--- config.mk ---
export PLATFORM = sky130hd
export DESIGN_NAME = serial_sub_ctrl
export DESIGN_NICKNAME = d
export VERILOG_FILES = /design/src/rtl/serial_sub_ctrl.sv
export SDC_FILE = /design/constraint.sdc
export NUM_CORES = 1
export LEC_CHECK = 0
export CAP_MARGIN = 20
export CORE_ASPECT_RATIO = 0.6
export CORE_MARGIN = 2
export CORE_UTILIZATION = 37
export DETAILED_ROUTE_END_ITERATION = 8
export PLACE_DENSITY = 0.68
export SLEW_MARGIN = 20
export SYNTH_ARGS = -nofsm -noshare
export SYNTH_HDL_FRONTEND = slang
export SYNTH_SLANG_ARGS = --single-unit
--- constraint.sdc ---
create_clock -name clk -period 1.65 [get_ports clk]
set_input_delay 0.4125 -clock clk [delete_from_list [all_inputs] [get_ports clk]]
set_output_delay 0.4125 -clock clk [all_outputs]
set_load 0.05 [all_outputs]
--- src/rtl/serial_sub_ctrl.sv ---
// serial_sub_ctrl
//   Bit-serial WIDTH-bit subtractor, diff = a - b - bin, computed LSB first,
//   one full-subtract step per clock. The borrow is carried in a flop between
//   bits. Upstream uses a start/busy/done handshake. Results stay registered
//   for the downstream consumer until the next completion.
//
// Ports
//   clk   : rising-edge clock
//   rst   : asynchronous, active-high reset
//   start : request, sampled only while not busy (IDLE or DONE)
//   a, b  : minuend / subtrahend, captured on an accepted start
//   bin   : borrow-in, captured on an accepted start
//   busy  : high while bits are being processed
//   done  : one-cycle pulse when diff/bout carry a new result
//   diff  : registered difference, held until the next completion
//   bout  : registered final borrow-out, held until the next completion
module serial_sub_ctrl #(
  parameter int WIDTH = 8
) (
  input  logic             clk,
  input  logic             rst,
  input  logic             start,
  input  logic [WIDTH-1:0] a,
  input  logic [WIDTH-1:0] b,
  input  logic             bin,
  output logic             busy,
  output logic             done,
  output logic [WIDTH-1:0] diff,
  output logic             bout
);

  localparam int CW = $clog2(WIDTH);
  localparam logic [CW-1:0] LAST_BIT = CW'(WIDTH - 1);

  typedef enum logic [1:0] {
    IDLE = 2'd0,
    RUN  = 2'd1,
    DONE = 2'd2
  } state_t;

  state_t           state_q, state_d;
  logic [WIDTH-1:0] a_sh_q, a_sh_d;
  logic [WIDTH-1:0] b_sh_q, b_sh_d;
  logic [WIDTH-1:0] res_q, res_d;
  logic             br_q, br_d;
  logic [CW-1:0]    cnt_q, cnt_d;
  logic [WIDTH-1:0] diff_q, diff_d;
  logic             bout_q, bout_d;
  logic             busy_q, busy_d;
  logic             done_q, done_d;

  logic             cell_d;
  logic             cell_bo;

  // 1-bit full-subtractor cell: returns {borrow_out, difference}.
  function automatic logic [1:0] full_sub(input logic x, input logic y, input logic bi);
    logic dd;
    logic bo;
    dd = x ^ y ^ bi;
    bo = (~x & y) | (~(x ^ y) & bi);
    return {bo, dd};
  endfunction

  // Next-state, datapath and output-register logic.
  always_comb begin
    state_d = state_q;
    a_sh_d  = a_sh_q;
    b_sh_d  = b_sh_q;
    res_d   = res_q;
    br_d    = br_q;
    cnt_d   = cnt_q;
    diff_d  = diff_q;
    bout_d  = bout_q;
    busy_d  = 1'b0;
    done_d  = 1'b0;

    {cell_bo, cell_d} = full_sub(a_sh_q[0], b_sh_q[0], br_q);

    case (state_q)
      IDLE, DONE: begin
        // DONE accepts start too, so back-to-back operations cost WIDTH+1 cycles.
        if (start) begin
          a_sh_d  = a;
          b_sh_d  = b;
          br_d    = bin;
          cnt_d   = {CW{1'b0}};
          busy_d  = 1'b1;
          state_d = RUN;
        end else begin
          state_d = IDLE;
        end
      end
      RUN: begin
        res_d  = {cell_d, res_q[WIDTH-1:1]};
        a_sh_d = {1'b0, a_sh_q[WIDTH-1:1]};
        b_sh_d = {1'b0, b_sh_q[WIDTH-1:1]};
        br_d   = cell_bo;
        cnt_d  = cnt_q + CW'(1);
        if (cnt_q == LAST_BIT) begin
          // Final bit: publish the result including this cycle's MSB.
          diff_d  = {cell_d, res_q[WIDTH-1:1]};
          bout_d  = cell_bo;
          done_d  = 1'b1;
          state_d = DONE;
        end else begin
          busy_d  = 1'b1;
        end
      end
      default: begin
        state_d = IDLE;
      end
    endcase
  end

  // State and datapath registers with asynchronous reset.
  always_ff @(posedge clk or posedge rst) begin
    if (rst) begin
      state_q <= IDLE;
      a_sh_q  <= {WIDTH{1'b0}};
      b_sh_q  <= {WIDTH{1'b0}};
      res_q   <= {WIDTH{1'b0}};
      br_q    <= 1'b0;
      cnt_q   <= {CW{1'b0}};
      diff_q  <= {WIDTH{1'b0}};
      bout_q  <= 1'b0;
      busy_q  <= 1'b0;
      done_q  <= 1'b0;
    end else begin
      state_q <= state_d;
      a_sh_q  <= a_sh_d;
      b_sh_q  <= b_sh_d;
      res_q   <= res_d;
      br_q    <= br_d;
      cnt_q   <= cnt_d;
      diff_q  <= diff_d;
      bout_q  <= bout_d;
      busy_q  <= busy_d;
      done_q  <= done_d;
    end
  end

  assign busy = busy_q;
  assign done = done_q;
  assign diff = diff_q;
  assign bout = bout_q;

endmodule

==> results of run 1 <==
[worst paths after layout]
path                                       from                     to  slack [ns]  cells past startpoint
max in group asynchronous                   rst  a_sh_q[4]$_DFFE_PP0P_        0.97                      3
max                        cnt_q[0]$_DFFE_PP0P_    diff[5]$_DFFE_PP0P_        0.13                      4
min                                         rst         done$_DFF_PP0_        0.47                      3
max reg2reg                cnt_q[0]$_DFFE_PP0P_    diff[5]$_DFFE_PP0P_        0.13                      4
min in group clk           res_q[1]$_DFFE_PP0N_   res_q[1]$_DFFE_PP0N_        0.48                      2
min reg2reg                res_q[1]$_DFFE_PP0N_   res_q[1]$_DFFE_PP0N_        0.48                      2
[state kept, by name, summed over array words and instances, names as in the netlist]
signal	cells
state_q	2
busy	1
diff	8
b_sh_q	8
br_q	1
done	1
bout	1
a_sh_q	8
cnt_q	3
res_q	7
[worst max-delay path: stages, from the launching register on]
cell and delay (ns):
dfrtp_1 0.40, ha_1 0.22, ha_1 0.23, nand3b_4 0.19, mux2_2 0.35
[final cells by class]
cell class              count  area (um2)  area share
clock buffers               7        96.3      0.0420
inverters                   5        18.8     0.00819
multi-input cells          97         616       0.269
flip-flops and latches     40        1000       0.437
well taps                  60        75.1      0.0328
repair buffers             40         485       0.212
[report_power, final]
group	switching [mW]	internal, mW
logic	1.19	1.13
registers	0.367	1.45
clock network	0.313	0.372
[placed cells by master, fill, tap and decap left out]
| cell type | count |
|---|---|
| nand2_1 | 22 |
| mux2_2 | 9 |
| fa_1 | 1 |
| inv_1 | 5 |
| nor2b_1 | 6 |
| nand3_1 | 1 |
| o21ai_0 | 4 |
| a22o_1 | 4 |
| ha_1 | 2 |
| buf_12 | 11 |
| nor3_1 | 9 |
| nand2b_1 | 2 |
| a21oi_1 | 5 |
| nand3b_4 | 1 |
| buf_4 | 10 |
| a211oi_1 | 4 |
| a221oi_1 | 1 |
| o22ai_1 | 10 |
| mux2i_1 | 4 |
| nor2_1 | 12 |
| clkbuf_8 | 7 |
| clkdlybuf4s50_1 | 19 |
| dfrtp_1 | 40 |
[routing by layer]
metal,part of all wire,up-vias,track usage,routed length (um)
met1,0.46,619,0.203,1620
li1,-,593,-,-
met5,0,-,0,0
met4,0.014,0,0.0584,50
met2,0.49,25,0.247,1730
met3,0.040,5,0.0430,141
[logic make-up after synthesis]
logic type / Yosys count
AOI/OAI and AO/OA: 28
adders and majority gates: 3
buffers and inverters: 15
DFF: 40
muxes: 13
and+or+nand+nor: 53
==> results.md, run 1 <==
- Status: finished, final reports clean
- Vias in the first global route: 1,302
- # DRC: 0
- CP startpoint kind: flip-flop
- Vias: 1,242
- Crit Path Class: flip-flop to flip-flop
- Layout cells sized above 1: 0.201
- Synth warn: 0
- Slew Viols, Final: 0
- Total Routing Usage GR: 0.155
- Number of synthesized register bits: 40
- Adder-Cell Fraction of Synth Area: 0.0267
- Post-DP HPWL: 2480 um
- Power, Total: 4.81 mW
- Number of post-CTS setup repair buffers: 0
- Resize count post-CTS: 0
- Initial DRC count: 69
- H-tree depth: 2
- Hold_buf cts: 0
- Inserted Clock Buffers: 5
- Pin count of the biggest net entering global routing: 41
- Post-synth EDFFs: 0
- Main synth FF type: dfrtp_1
- Arrival @ worst endpoint: 1.68 ns
- Post-route design area: 2290 um2
- Root buffer cell: clkbuf_8
- Synthesized cell area: 1680 um2
- Worst skew pair latency: 0.28 ns
- Final core occ: 0.541
- Worst EP required: 1.82 ns
- # Max-Cap Violations: 0
- I/O pin count: 31
- ANT cells: 0
- Pre-CTS setup slack: 0.0131 ns
- Post-synth cell types: 22
- Syn Area/Cell: 11.1 um2
- DP Area: 2200 um2
- CTS clock-pin slew for the worst setup and hold paths: 0.08 ns
- # setup viols final: 0
- Cell count after synthesis: 152
- Biggest area consumer among synthesized cells: dfrtp_1
- Largest family of logic cells by synthesized area: simple AND/OR/NAND/NOR gates
- Peak VDD IR: 786 uV
- Layout Nets: 212
- Endpoint class of the critical path: flip-flop
- Tcrit/Tclk final: 0.918
- Initial core utilization: 0.398
- Core ar.: 4230 um2
- Compound-gate portion of the synthesized area: 0.108
- Top cells by count, synth: 40 x dfrtp_1, 22 x nand2_1, 12 x nor2_1, 10 x o22ai_1
- PnR worst setup slack: 0.135 ns
- First-pass GRT wire length: 6220 um
- Placed insts: 242
- Final Non-Filler Cells: 249
- Vias per inst: 4.99
- Largest fanout on the critical path: 12
- Filler cells: 379
- Area grow syn2layout: 36.1%
- DRT antenna net count: 0
- Hold Fails Final Rpt: 0
- CTS tree: built
- WL/cell: 14.2 um
- Synth top area share: 0.594
- Pre-antenna DRT Iters: 4
- Post-synthesis sequential area ratio: 0.594
- Class of the worst hold path: input pin to asynchronous set/reset pin
- Largest cells by area after synthesis: dfrtp_1 59%, mux2_2 6.0%, nand2_1 4.9%, o22ai_1 3.7%, nor3_1 2.7%
- Rows: 18
- Clock Path Buffers: 2
- GRT overflow: 0
- Setup Skew: 0.00831 ns
- Post-synthesis xor/xnor area fraction: 0
- Worst-margin pin slew: 0.420 ns
- P per Cell Area: 2100 nW/um2
- RSZ-0062 raised after global routing: false
- Die H: 56.3 um
- Slew HR: 0.720
- Post-route minimum period: 1.52 ns
- Die ar.: 5130 um2
- Drt total wl: 3540 um
- Hold slack: 0.472 ns
- Area share of and/or/nand/nor cells after synthesis: 0.147
- P_leak: 1.04 nW
- Async S/R FF share, synth: 1.00
- Synthesized Nets: 175
- Clk sink count: 40
- Most frequent cell after synthesis: dfrtp_1
- Buffers on Ports: 30
- Post-synthesis mux area share: 0.0840
- Post-route setup TNS: 0 ns
- GP Congestion: 0.703
- Max Fclk: 0.660 GHz
- Antenna violations before repair: 0
- Width of the die: 91.1 um
Note: power is estimated with default switching activity, not from simulation.
==> run 2: changes to the inputs <==
--- a/config.mk
+++ b/config.mk
@@ -6,11 +6,9 @@
 export NUM_CORES = 1
 export LEC_CHECK = 0
 export CAP_MARGIN = 20
-export CORE_ASPECT_RATIO = 0.6
 export CORE_MARGIN = 2
 export CORE_UTILIZATION = 37
 export DETAILED_ROUTE_END_ITERATION = 8
-export PLACE_DENSITY = 0.68
 export SLEW_MARGIN = 20
 export SYNTH_ARGS = -nofsm -noshare
 export SYNTH_HDL_FRONTEND = slang
==> run 2 against run 1 <==
Worst setup slack improved by 0.013 ns. Critical path depth stayed put. Sequential cell count unchanged. Critical path type unchanged. Largest cell class unchanged. Highest routed layer unchanged.
==> results.md, run 2 (synthesized netlist as in run 1, its figures left out) <==
- # setup viols final: 0
- GRT overflow: 0
- PnR worst setup slack: 0.148 ns
- Vias: 1,227
- Most frequent cells in the layout: 40 x dfrtp_1, 22 x nand2_1, 19 x clkdlybuf4s50_1
- DRT antenna net count: 0
- Number of post-CTS setup repair buffers: 0
- Worst skew pair latency: 0.29 ns
- Most common cell after layout, fill and taps aside: dfrtp_1
- Clock Path Buffers: 2
- CP startpoint kind: flip-flop
- CTS clock-pin slew for the worst setup and hold paths: 0.08 ns
- Vias in the first global route: 1,236
- Pre-CTS setup slack: -0.00969 ns
- P per Cell Area: 2130 nW/um2
- RSZ-0062 raised after global routing: false
- Post-DP HPWL: 2210 um
- WL/cell: 13.3 um
- GP Congestion: 0.771
- Reg power frac: 0.360
- Worst path top cell family by delay: adder cells
- Hold Fails Final Rpt: 0
- Class of the worst hold path: input pin to asynchronous set/reset pin
- CTS tree: built
- Sw Pwr: 1.84 mW
- Setup Skew: 0.00525 ns
- Final core occ: 0.529
- Reg2reg setup slack: 0.15 ns
- Drt total wl: 3200 um
- Filler cells: 389
- Buffers on Ports: 30
- Sequential cell area: 1000 um2
- # DRC: 0
- Clk sink count: 40
- FF-to-FF Start: cnt_q[0]$_DFFE_PP0P_
- Worst EP required: 1.83 ns
- I/O pin count: 31
- CP most frequent cell: ha_1
- Layout Nets: 211
- Initial core utilization: 0.384
- Crit-path cells: ha_1 -> ha_1 -> nand3b_4 -> mux2_2
- Initial DRC count: 46
- Die ar.: 5110 um2
- Inserted Clock Buffers: 5
- Comb power frac: 0.465
- First-pass GRT wire length: 5840 um
- Total Routing Usage GR: 0.145
- Worst r2r dst: diff[2]$_DFFE_PP0P_
- Max Fclk: 0.666 GHz
- Pre-antenna DRT Iters: 5
- Width of the die: 71.5 um
- Sw frac: 0.371
- Worst-margin pin slew: 0.359 ns
- Slew HR: 0.761
- H-tree depth: 2
- Hold_buf cts: 0
- Critical-path top delay cell: dfrtp_1
- Tcrit/Tclk final: 0.910
- P_leak: 1.06 nW
- # Max-Cap Violations: 0
- Antenna violations before repair: 0
- Core ar.: 4380 um2
- Internal power: 3.11 mW
- Post-route minimum period: 1.50 ns
- Placed insts: 233
- Crit Path Class: flip-flop to flip-flop
- Largest fanout on the critical path: 12
- WP buf/inv: 0
- Peak VDD IR: 825 uV
- Root buffer cell: clkbuf_8
- Arrival @ worst endpoint: 1.68 ns
- Pin count of the biggest net entering global routing: 41
- Rows: 24
- Area grow syn2layout: 37.6%
- R2r worst-path depth: 4
- Vias per inst: 5.09
- Slew Viols, Final: 0
- Clock power share: 0.175
- Layout cells sized above 1: 0.201
- Final Non-Filler Cells: 241
- Endpoint class of the critical path: flip-flop
- Max incr delay on CP: 0.40 ns
- Status: finished, final reports clean
- Die H: 71.5 um
- Area occupied by multi-input gates: 616 um2
- Resize count post-CTS: 0
- ANT cells: 0
[run 2: how the worst max path moves through the flow]
stage,cells after the start,end,start
floorplan,5,diff[0]$_DFFE_PP0P_,cnt_q[0]$_DFFE_PP0P_
global placement,6,b_sh_q[0]$_DFFE_PP0P_,start
detailed placement,6,br_q$_DFFE_PP0P_,start
CTS,4,diff[2]$_DFFE_PP0P_,cnt_q[0]$_DFFE_PP0P_
global route,4,diff[3]$_DFFE_PP0P_,cnt_q[0]$_DFFE_PP0P_
finish,4,diff[2]$_DFFE_PP0P_,cnt_q[0]$_DFFE_PP0P_
[run 2: power groups by stage]
stage | clock, mW | sequential [mW] | combinational (mW)
2_1_floorplan | 0 | 2.09 | 1.05
3_3_place_gp | 0 | 1.79 | 2.26
3_5_place_dp | 0 | 1.81 | 2.32
4_1_cts | 0.889 | 1.79 | 2.32
5_1_grt | 0.932 | 1.85 | 2.52
6_report | 0.865 | 1.78 | 2.30
[run 2: layer usage]
layer,part of all wire,wire length (um),up-vias,GRT usage
met5,0,0,-,0
met4,0.011,36,0,0.0440
met3,0.054,172,4,0.0436
met2,0.48,1550,38,0.243
met1,0.45,1450,591,0.182
li1,-,-,594,-
[run 2: final cells by class]
| type | count | share of cell area |
|---|---|---|
| repair buffers | 39 | 0.212 |
| flip-flops and latches | 40 | 0.432 |
| well taps | 52 | 0.0281 |
| inverters | 5 | 0.00810 |
| clock buffers | 7 | 0.0416 |
| clock inverters | 1 | 0.0130 |
| multi-input cells | 97 | 0.266 |
[run 2: worst min-delay path: cells and delay by family]
family	cells	cell delay, ns
buf+inv	3	0.71
[run 2: stage by stage]
stage / power, mW / hold WS [ns] / instance area, um2 / setup TNS (ns)
5_1_grt: 5.30 / 0.507 / 2320 / 0
3_5_place_dp: 4.12 / 0.473 / 2190 / -0.00969
4_1_cts: 5.00 / 0.478 / 2320 / 0
6_report: 4.95 / 0.466 / 2320 / 0
2_1_floorplan: 3.15 / 0.442 / 1680 / 0
3_3_place_gp: 4.04 / 0.458 / 2190 / 0
==> run 3: changes to the inputs <==
--- a/config.mk
+++ b/config.mk
@@ -9,6 +9,8 @@
 export CORE_MARGIN = 2
 export CORE_UTILIZATION = 37
 export DETAILED_ROUTE_END_ITERATION = 8
+export GPL_TIMING_DRIVEN = 0
+export SKIP_CTS_REPAIR_TIMING = 1
 export SLEW_MARGIN = 20
 export SYNTH_ARGS = -nofsm -noshare
 export SYNTH_HDL_FRONTEND = slang
==> run 3 against run 2 <==
Core utilization decreased by 2.5 points. Total power decreased by 9.2%. Sequential share of layout area increased by 2.2 points. Final cell count increased by 0.41%. Worst setup slack got worse by 0.038 ns. Non-clock buffer count increased by 1. Global-route usage increased by 0.24 points. Final area decreased by 4.8%. Critical path depth increased by 2. Highest routed layer unchanged.
==> results.md, run 3 (synthesized netlist as in run 1, its figures left out) <==
- Status: finished, final reports clean
- Root buffer cell: clkbuf_8
- DRT antenna net count: 0
- Crit Path Class: input pin to flip-flop
- FF-to-FF Start: cnt_q[0]$_DFFE_PP0P_
- RSZ-0062 raised after global routing: false
- Width of the die: 71.5 um
- Max Fclk: 0.649 GHz
- Largest fanout on the critical path: 10
- P per Cell Area: 2030 nW/um2
- Worst path top cell family by delay: buffers and inverters
- Crit-path cells: clkdlybuf4s50_1 -> buf_2 -> nand2b_1 -> buf_2 -> o22ai_1 -> nor2_1
- Launch point of the worst path: start
- # DRC: 0
- Slew HR: 0.663
- CP most frequent cell: buf_2
- Post-route setup TNS: 0 ns
- WL/cell: 14.1 um
- Most common cell after layout, fill and taps aside: dfrtp_1
- CP startpoint kind: input pin
- Rows: 24
- Max incr delay on CP: 0.46 ns
- Clk sink count: 40
- Worst-margin pin slew: 0.505 ns
- H-tree depth: 2
- Power, Total: 4.49 mW
- Vias per inst: 5.10
- Vias: 1,233
- Endpoint class of the critical path: flip-flop
- Slew Viols, Final: 0
- Antenna violations before repair: 0
- Tcrit/Tclk final: 0.933
- Most frequent cells in the layout: 40 x dfrtp_1, 22 x nand2_1, 19 x clkdlybuf4s50_1
- Critical-path top delay cell: clkdlybuf4s50_1
- Die ar.: 5110 um2
- Layout cells sized above 1: 0.132
- Die H: 71.5 um
- Worst EP required: 1.84 ns
- Post-route minimum period: 1.54 ns
- I/O pin count: 31
- Inserted Clock Buffers: 5
- CTS tree: built
- Initial DRC count: 63
- Post-DP HPWL: 2430 um
- Pre-antenna DRT Iters: 4
- Total Routing Usage GR: 0.148
- Final core occ: 0.503
- Core ar.: 4380 um2
- Area grow syn2layout: 31.1%
- Initial core utilization: 0.384
- Buffers on Ports: 30
- GRT overflow: 0
- Filler cells: 400
- First-pass GRT wire length: 5820 um
- CTS clock-pin slew for the worst setup and hold paths: 0.08 ns
- Peak VDD IR: 866 uV
- GP Congestion: 0.759
- Layout Nets: 212
- Vias in the first global route: 1,311
- Worst skew pair latency: 0.29 ns
- Drt total wl: 3420 um
- ANT cells: 0
- Arrival @ worst endpoint: 1.73 ns
- P_leak: 1.10 nW
- Class of the worst hold path: input pin to asynchronous set/reset pin
- Setup Skew: 0.00835 ns
- # Max-Cap Violations: 0
- Clock Path Buffers: 2
- # setup viols final: 0
- Hold Fails Final Rpt: 0
- WP buf/inv: 3
- Reg2reg setup slack: 0.17 ns
- Pin count of the biggest net entering global routing: 23
run 3: cell types whose count changed in the layout (fill, tap and decap cells not counted), moves of 2 or more:
cell            delta
buf_4              -7
clkbuf_1           +4
buf_12            -12
dlymetal6s2s_1    +11
clkbuf_8           -2
buf_2              +5
run 3: per-stage QoR:
step,setup WS (ns),cells,area (um2),hold slack (ns)
6_report,0.110,242,2210,0.431
5_1_grt,0.0461,242,2210,0.483
4_1_cts,-0.228,243,2180,0.447
3_5_place_dp,-0.214,235,2080,0.483
3_3_place_gp,-0.501,234,2050,0.463
2_1_floorplan,0.129,152,1680,0.442
run 3: power breakdown:
part	total, mW	internal [mW]	switching, mW	leakage (nW)
sequential	1.71	1.44	0.270	0.485
clock	0.786	0.449	0.338	0.0552
combinational	1.99	0.816	1.17	0.560
run 3: area by class of cell:
cell class | count | area (um2) | share of cell area
Multi-Input combinational cell | 97 | 616 | 0.279
Buffer | 9 | 43.8 | 0.0198
Sequential cell | 40 | 1000 | 0.454
Timing Repair Buffer | 31 | 355 | 0.161
Clock inverter | 2 | 35.0 | 0.0159
Clock buffer | 6 | 72.6 | 0.0329
Inverter | 5 | 18.8 | 0.00850
Tap cell | 52 | 65.1 | 0.0295
run 3: path summary, 6_finish.rpt:
| check | cells after the start | end |
|---|---|---|
| worst max-delay path | 6 | b_sh_q[1]$_DFFE_PP0P_ |
| worst min-delay path | 2 | diff[0]$_DFFE_PP0P_ |
| worst max register to register | 4 | diff[2]$_DFFE_PP0P_ |
| worst min register to register | 2 | bout$_DFFE_PP0P_ |
| max in group asynchronous | 3 | a_sh_q[3]$_DFFE_PP0P_ |
| min in group clk | 2 | bout$_DFFE_PP0P_ |
run 3: layer usage:
| layer | up-vias | track usage | part of all wire |
|---|---|---|---|
| met4 | 0 | 0.0503 | 0.015 |
| li1 | 596 | - | - |
| met5 | - | 0 | 0 |
| met2 | 26 | 0.259 | 0.50 |
| met1 | 606 | 0.172 | 0.43 |
| met3 | 5 | 0.0436 | 0.054 |
